File: src/rtl/vga_sync_gen_if.sv
// VGA timing bundle: sync strobes, pixel coordinates and pixel/frame ticks.
// master drives (timing generator), slave observes (overlay / connector stage).
interface vga_sync_gen_if;
  logic       hsync;
  logic       vsync;
  logic       video_on;
  logic       p_tick;
  logic       frame_tick;
  logic [9:0] pix_x;
  logic [9:0] pix_y;

  modport master (
    output hsync,
    output vsync,
    output video_on,
    output p_tick,
    output frame_tick,
    output pix_x,
    output pix_y
  );

  modport slave (
    input hsync,
    input vsync,
    input video_on,
    input p_tick,
    input frame_tick,
    input pix_x,
    input pix_y
  );
endinterface

File: src/rtl/vga_sync_gen.sv
// VGA 640x480@60 timing generator: free-running pixel divider, h/v counters.
// Ports: CLK, RESET (async, active-high), o_vga (vga_sync_gen_if.master).
module vga_sync_gen #(
  parameter int TICK_DIV = 2,
  parameter int H_DISP   = 640,
  parameter int H_FP     = 16,
  parameter int H_SYNC   = 96,
  parameter int H_BP     = 48,
  parameter int V_DISP   = 480,
  parameter int V_FP     = 10,
  parameter int V_SYNC   = 2,
  parameter int V_BP     = 33
) (
  input  logic           CLK,
  input  logic           RESET,
  vga_sync_gen_if.master o_vga
);

  localparam int H_TOTAL = H_DISP + H_FP + H_SYNC + H_BP;
  localparam int V_TOTAL = V_DISP + V_FP + V_SYNC + V_BP;

  localparam int DW = (TICK_DIV > 1) ? $clog2(TICK_DIV) : 1;

  localparam logic [DW-1:0] D_LAST = DW'(TICK_DIV - 1);
  localparam logic [DW-1:0] D_ONE  = DW'(1);

  localparam logic [9:0] H_LAST = 10'(H_TOTAL - 1);
  localparam logic [9:0] V_LAST = 10'(V_TOTAL - 1);
  localparam logic [9:0] H_VIS  = 10'(H_DISP);
  localparam logic [9:0] V_VIS  = 10'(V_DISP);
  localparam logic [9:0] HS_BEG = 10'(H_DISP + H_FP);
  localparam logic [9:0] HS_END = 10'(H_DISP + H_FP + H_SYNC - 1);
  localparam logic [9:0] VS_BEG = 10'(V_DISP + V_FP);
  localparam logic [9:0] VS_END = 10'(V_DISP + V_FP + V_SYNC - 1);

  logic [DW-1:0] r_d;
  logic [9:0]    r_h;
  logic [9:0]    r_v;
  logic          r_hsync;
  logic          r_vsync;
  logic          r_video_on;

  logic [DW-1:0] w_d_nxt;
  logic [9:0]    w_h_nxt;
  logic [9:0]    w_v_nxt;
  logic          w_p_tick;
  logic          w_h_last;
  logic          w_v_last;
  logic          w_hs_nxt;
  logic          w_vs_nxt;
  logic          w_von_nxt;

  assign w_p_tick = (r_d == D_LAST);
  assign w_h_last = (r_h == H_LAST);
  assign w_v_last = (r_v == V_LAST);

  always_comb begin
    w_d_nxt = r_d + D_ONE;
    w_h_nxt = r_h;
    w_v_nxt = r_v;
    if (w_p_tick) begin
      w_d_nxt = '0;
      if (w_h_last) begin
        w_h_nxt = '0;
        w_v_nxt = w_v_last ? 10'd0 : r_v + 10'd1;
      end else begin
        w_h_nxt = r_h + 10'd1;
      end
    end
  end

  // Strobes are decoded from the next coordinates and registered, so
  // they change on the same edge as pix_x/pix_y and never lag them.
  always_comb begin
    w_hs_nxt  = !((w_h_nxt >= HS_BEG) && (w_h_nxt <= HS_END));
    w_vs_nxt  = !((w_v_nxt >= VS_BEG) && (w_v_nxt <= VS_END));
    w_von_nxt = (w_h_nxt < H_VIS) && (w_v_nxt < V_VIS);
  end

  always_ff @(posedge CLK or posedge RESET) begin
    if (RESET) begin
      r_d        <= '0;
      r_h        <= '0;
      r_v        <= '0;
      r_hsync    <= 1'b1;
      r_vsync    <= 1'b1;
      r_video_on <= 1'b1;
    end else begin
      r_d        <= w_d_nxt;
      r_h        <= w_h_nxt;
      r_v        <= w_v_nxt;
      r_hsync    <= w_hs_nxt;
      r_vsync    <= w_vs_nxt;
      r_video_on <= w_von_nxt;
    end
  end

  assign o_vga.pix_x      = r_h;
  assign o_vga.pix_y      = r_v;
  assign o_vga.hsync      = r_hsync;
  assign o_vga.vsync      = r_vsync;
  assign o_vga.video_on   = r_video_on;
  assign o_vga.p_tick     = w_p_tick;
  assign o_vga.frame_tick = w_p_tick && w_h_last && w_v_last;

endmodule
File: src/flat_wrapper.sv
// flat-port wrapper written by rule: the top's interface ports become plain ports
module vga_sync_gen_flat 
#(
  parameter int TICK_DIV = 2,
  parameter int H_DISP   = 640,
  parameter int H_FP     = 16,
  parameter int H_SYNC   = 96,
  parameter int H_BP     = 48,
  parameter int V_DISP   = 480,
  parameter int V_FP     = 10,
  parameter int V_SYNC   = 2,
  parameter int V_BP     = 33
)
  (CLK, RESET, o_vga_hsync, o_vga_vsync, o_vga_video_on, o_vga_p_tick, o_vga_frame_tick, o_vga_pix_x, o_vga_pix_y);
  vga_sync_gen_if o_vga_i ();
  input  logic CLK;
  input  logic RESET;
  output wire logic [$bits(o_vga_i.hsync)-1:0] o_vga_hsync;
  output wire logic [$bits(o_vga_i.vsync)-1:0] o_vga_vsync;
  output wire logic [$bits(o_vga_i.video_on)-1:0] o_vga_video_on;
  output wire logic [$bits(o_vga_i.p_tick)-1:0] o_vga_p_tick;
  output wire logic [$bits(o_vga_i.frame_tick)-1:0] o_vga_frame_tick;
  output wire logic [$bits(o_vga_i.pix_x)-1:0] o_vga_pix_x;
  output wire logic [$bits(o_vga_i.pix_y)-1:0] o_vga_pix_y;
  assign o_vga_hsync = o_vga_i.hsync;
  assign o_vga_vsync = o_vga_i.vsync;
  assign o_vga_video_on = o_vga_i.video_on;
  assign o_vga_p_tick = o_vga_i.p_tick;
  assign o_vga_frame_tick = o_vga_i.frame_tick;
  assign o_vga_pix_x = o_vga_i.pix_x;
  assign o_vga_pix_y = o_vga_i.pix_y;
  vga_sync_gen #(.TICK_DIV(TICK_DIV), .H_DISP(H_DISP), .H_FP(H_FP), .H_SYNC(H_SYNC), .H_BP(H_BP), .V_DISP(V_DISP), .V_FP(V_FP), .V_SYNC(V_SYNC), .V_BP(V_BP)) u_core (.CLK(CLK), .RESET(RESET), .o_vga(o_vga_i));
endmodule
File: config.mk
export PLATFORM = sky130hd
export DESIGN_NAME = vga_sync_gen_flat
export DESIGN_NICKNAME = d
export VERILOG_FILES = /design/src/rtl/vga_sync_gen_if.sv /design/src/rtl/vga_sync_gen.sv /design/src/flat_wrapper.sv
export SDC_FILE = /design/constraint.sdc
export NUM_CORES = 1
export LEC_CHECK = 0
export ABC_AREA = 1
export CAP_MARGIN = 20
export CORE_MARGIN = 1
export CORE_UTILIZATION = 30
export CTS_BUF_LIST = sky130_fd_sc_hd__clkbuf_2
export CTS_CLUSTER_DIAMETER = 60
export DETAILED_ROUTE_END_ITERATION = 8
export HOLD_SLACK_MARGIN = 0.06
export MAX_ROUTING_LAYER = met4
export PLACE_DENSITY = 0.62
export SLEW_MARGIN = 20
export SYNTH_ARGS = -nofsm -noshare
export SYNTH_HDL_FRONTEND = slang
export SYNTH_SLANG_ARGS = --single-unit
File: constraint.sdc
create_clock -name CLK -period 1.51 [get_ports CLK]
set_clock_uncertainty 0.05 [all_clocks]
set_input_delay 0.2265 -clock CLK [delete_from_list [all_inputs] [get_ports CLK]]
set_output_delay 0.2265 -clock CLK [all_outputs]
set_load 0.02 [all_outputs]
==> metrics <==
fraction of layout cells with a size suffix above 1 57.4%; Worst slew margin roughly 79%; net switching power between 0.2 and 0.25 mW; Skew-Pair Late Insertion Delay about 370 ps; Adder-Cell Fraction of Synth Area 2.71%; clk buf depth 2; largest net degree at the start of global routing 25; XOR/XNOR share of the synthesized area 1.90%; die height 69.9 um; Setup WS pre-CTS -394 ps; dpl cells 303; worst setup margin -342 ps; CP Data Arrival Time around 1600 ps; leakage power about 1.2 nW; vias in the first global route 1321; CP Class flip-flop to output pin; via count roughly 1500; Tmin final around 1900 ps; Switching Fraction between 20% and 30%; outcome finished, violations left; synth top area cells dfrtp_1 (38%), nand2_1 (11%), inv_1 (9.5%), nor2_1 (7.6%), nand3_1 (5.8%); Pwr Total 1.10 mW; GPL Wtd Cong 0.883; post-synth top area cell dfrtp_1; Clock power frac 39.9%; # Max-Cap Violations 0; DIE WIDTH 69.9 um; total gr overflow 0; critical path required time between 1000 and 1500 ps; Via-to-Cell Ratio 4.65; row count 24; Setup Viol. Count Final 10; crit-path max cell delay approximately 470 ps; Yosys cell types 25; root buffer cell clkbuf_2; DRT Pass-1 Iters 4; CTS Sinks 24; I/O pins 27; multiplexer share of the synthesized area 0%; cell mode on critical path inv_2; Finished Layout Cells 322; Port Buffers 26; post-synthesis simple-gate area fraction 36.0%; worst reg2reg endpoint u_core.o_vga.vsync; Final Hold Vio Count 0; violated checks setup timing; worst hold margin between 100 and 150 ps; synthesized net count 192; fin crit share 123%; GRT Total Usage 16.3%; Max Clock Freq 0.540 GHz; Synth Register Bits 24; H-tree Lvls 1; Power Density 452 mW/mm^2; Slew @ Worst Pin 317 ps; Yosys Warn Count 0; Synth-to-Final Area Change 76.2%; Detailed Route WL 4010 um; Synth Area in Compound Gates 4.25%; maximum VDD drop 0.308 mV; initial drt markers 78; Mapped Area 0.00138 mm^2; sequential element share of the synthesized area 43.7%; Hold-fix buffers, CTS 0; slowest cell on the critical path dfrtp_2; Synth Instances about 190; DP HPWL 2540 um; area of the core approximately 0.0044 mm^2; Worst Path Max Fanout 2; crit path launch type flip-flop; register share of total power between 50% and 60%; Filler cells 404; Logic pwr share 1.6%; Avg WL per Cell approximately 12 um; crit path capture type output pin; Inserted Clock Buffers 3; initial antenna violation count 0; Remaining DRCs 0; Initial Utilization between 30% and 40%; die area slightly below 0.005 mm^2; synthesized area per cell 7.39 um^2; CTS tree built; ant diodes 0; Final Max Tran Viols 0; largest family of logic cells by synthesized area simple AND/OR/NAND/NOR gates; Synth top area share 38.0%; flop-to-flop setup slack -220 ps; reg-to-reg startpoint u_core.o_vga.pix_x[1]; CP cell instances inv_2, ha_4, inv_2, nor2_1, nand4_1, nor2_4, buf_6; global-route wire length before repair 6090 um; post-route setup TNS -1430 ps; Pint about 0.9 mW; RSZ-0062 raised after global routing yes; Reg clk slew, reported paths 250 ps; # nets final 276; R2R depth 11; Hold Path Class input pin to async pin; post-route antenna net violation count 0
==> state kept, by name, summed over array words and instances, names as in the netlist <==
| signal | count |
|---|---|
| u_core.o_vga.pix_x | 10 |
| u_core.o_vga.pix_y | 10 |
| u_core.o_vga.hsync | 1 |
| u_core.o_vga.p_tick | 1 |
| u_core.o_vga.video_on | 1 |
| u_core.o_vga.vsync | 1 |
==> stage by stage <==
step	util, %	instance area (um^2)
detailed placement	46.4	2040
finish	55.6	2440
CTS	49.2	2160
floorplan	-	1430
global route	55.6	2440
global placement	46.4	2040
==> cells in the mapped netlist <==
library cell	count
nand2_1	42
inv_1	35
nor2_1	28
dfrtp_1	21
nand3_1	16
o21ai_0	6
nand4_1	4
nor2_2	4
nor3_1	4
and2_1	3
dfstp_2	3
ha_1	3
buf_4	2
nand3b_1	2
nor2_4	2
or2_2	2
xor2_1	2
a21oi_1	1
a31o_2	1
buf_6	1
nand2_2	1
nand3_2	1
o211ai_1	1
o21bai_1	1
xnor2_1	1
==> worst max-delay path, delay by kind of cell (launching register included) <==
kind	cells	cell delay (ps)
fa+ha+maj	1	130
buf+inv	3	230
flops	1	470
simple gates	3	370
==> power groups by stage <==
stage	Sequential [mW]	Combinational (mW)	Clock, mW
2_1_floorplan	0.655	0.00949	0
3_3_place_gp	0.655	0.0183	0
3_5_place_dp	0.655	0.0184	0
4_1_cts	0.645	0.0182	0.453
5_1_grt	0.645	0.0207	0.474
6_report	0.645	0.0172	0.438
==> placed cells by master, fill, tap and decap left out, types with 4 or more instances in the layout <==
cell type   n
buf_4      41
nand2_1    32
inv_1      26
buf_2      18
nor2_1     17
buf_6      17
dfrtp_1    16
nor2_4     12
nand2_2     8
inv_2       8
nand3_1     6
nor2_2      6
nand3_2     6
nand3_4     5
clkbuf_2    5
dfrtp_2     5
nand4_1     4
==> repair_timing <==
action,4_1_cts,5_1_grt
buffers inserted,6,14
cloned,1,1
pin swaps,3,26
setup endpoints to repair,36,36
gates resized for setup,96,95
==> cell families (layout without fill, tap and decap cells) <==
logic type,Yosys count,after routing
compound gates,10,10
xor+xnor,3,3
fa+ha+maj,3,3
buf+inv,38,120
flops,24,24
simple gates,109,110
==> final cells by class <==
| class | instances | area (um^2) | share of cell area, % |
|---|---|---|---|
| timing repair buffer | 81 | 654 | 26.9 |
| multi-input combinational | 126 | 925 | 38.0 |
| tap | 52 | 65.1 | 2.67 |
| clock buffer | 3 | 15.0 | 0.616 |
| inverter | 35 | 136 | 5.60 |
| sequential | 24 | 611 | 25.1 |
| clock inverter | 1 | 30.0 | 1.23 |
==> routing by layer <==
layer  vias to the layer above  wire (um)  global-route usage, %
li1                        745          -                      -
met1                       714       1790                   21.3
met2                        33       2020                   24.9
met3                         5        157                   3.03
met4                         0         38                   6.67
met5                         -          0                      -
==> worst max path at each step <==
stage,startpoint,endpoint,slack [ps],depth (start not counted)
after floorplan,u_core.o_vga.pix_x[1],u_core.o_vga.vsync,-100,11
after global placement,u_core.o_vga.pix_y[0],o_vga_frame_tick,-380,7
after detailed placement,u_core.o_vga.pix_y[1],o_vga_frame_tick,-390,7
after CTS,u_core.o_vga.pix_y[1],o_vga_frame_tick,-360,7
after global routing,u_core.o_vga.pix_y[1],o_vga_frame_tick,-450,7
final,u_core.o_vga.pix_y[1],o_vga_frame_tick,-340,7
No activity file was read; power rests on OpenSTA's default activity.
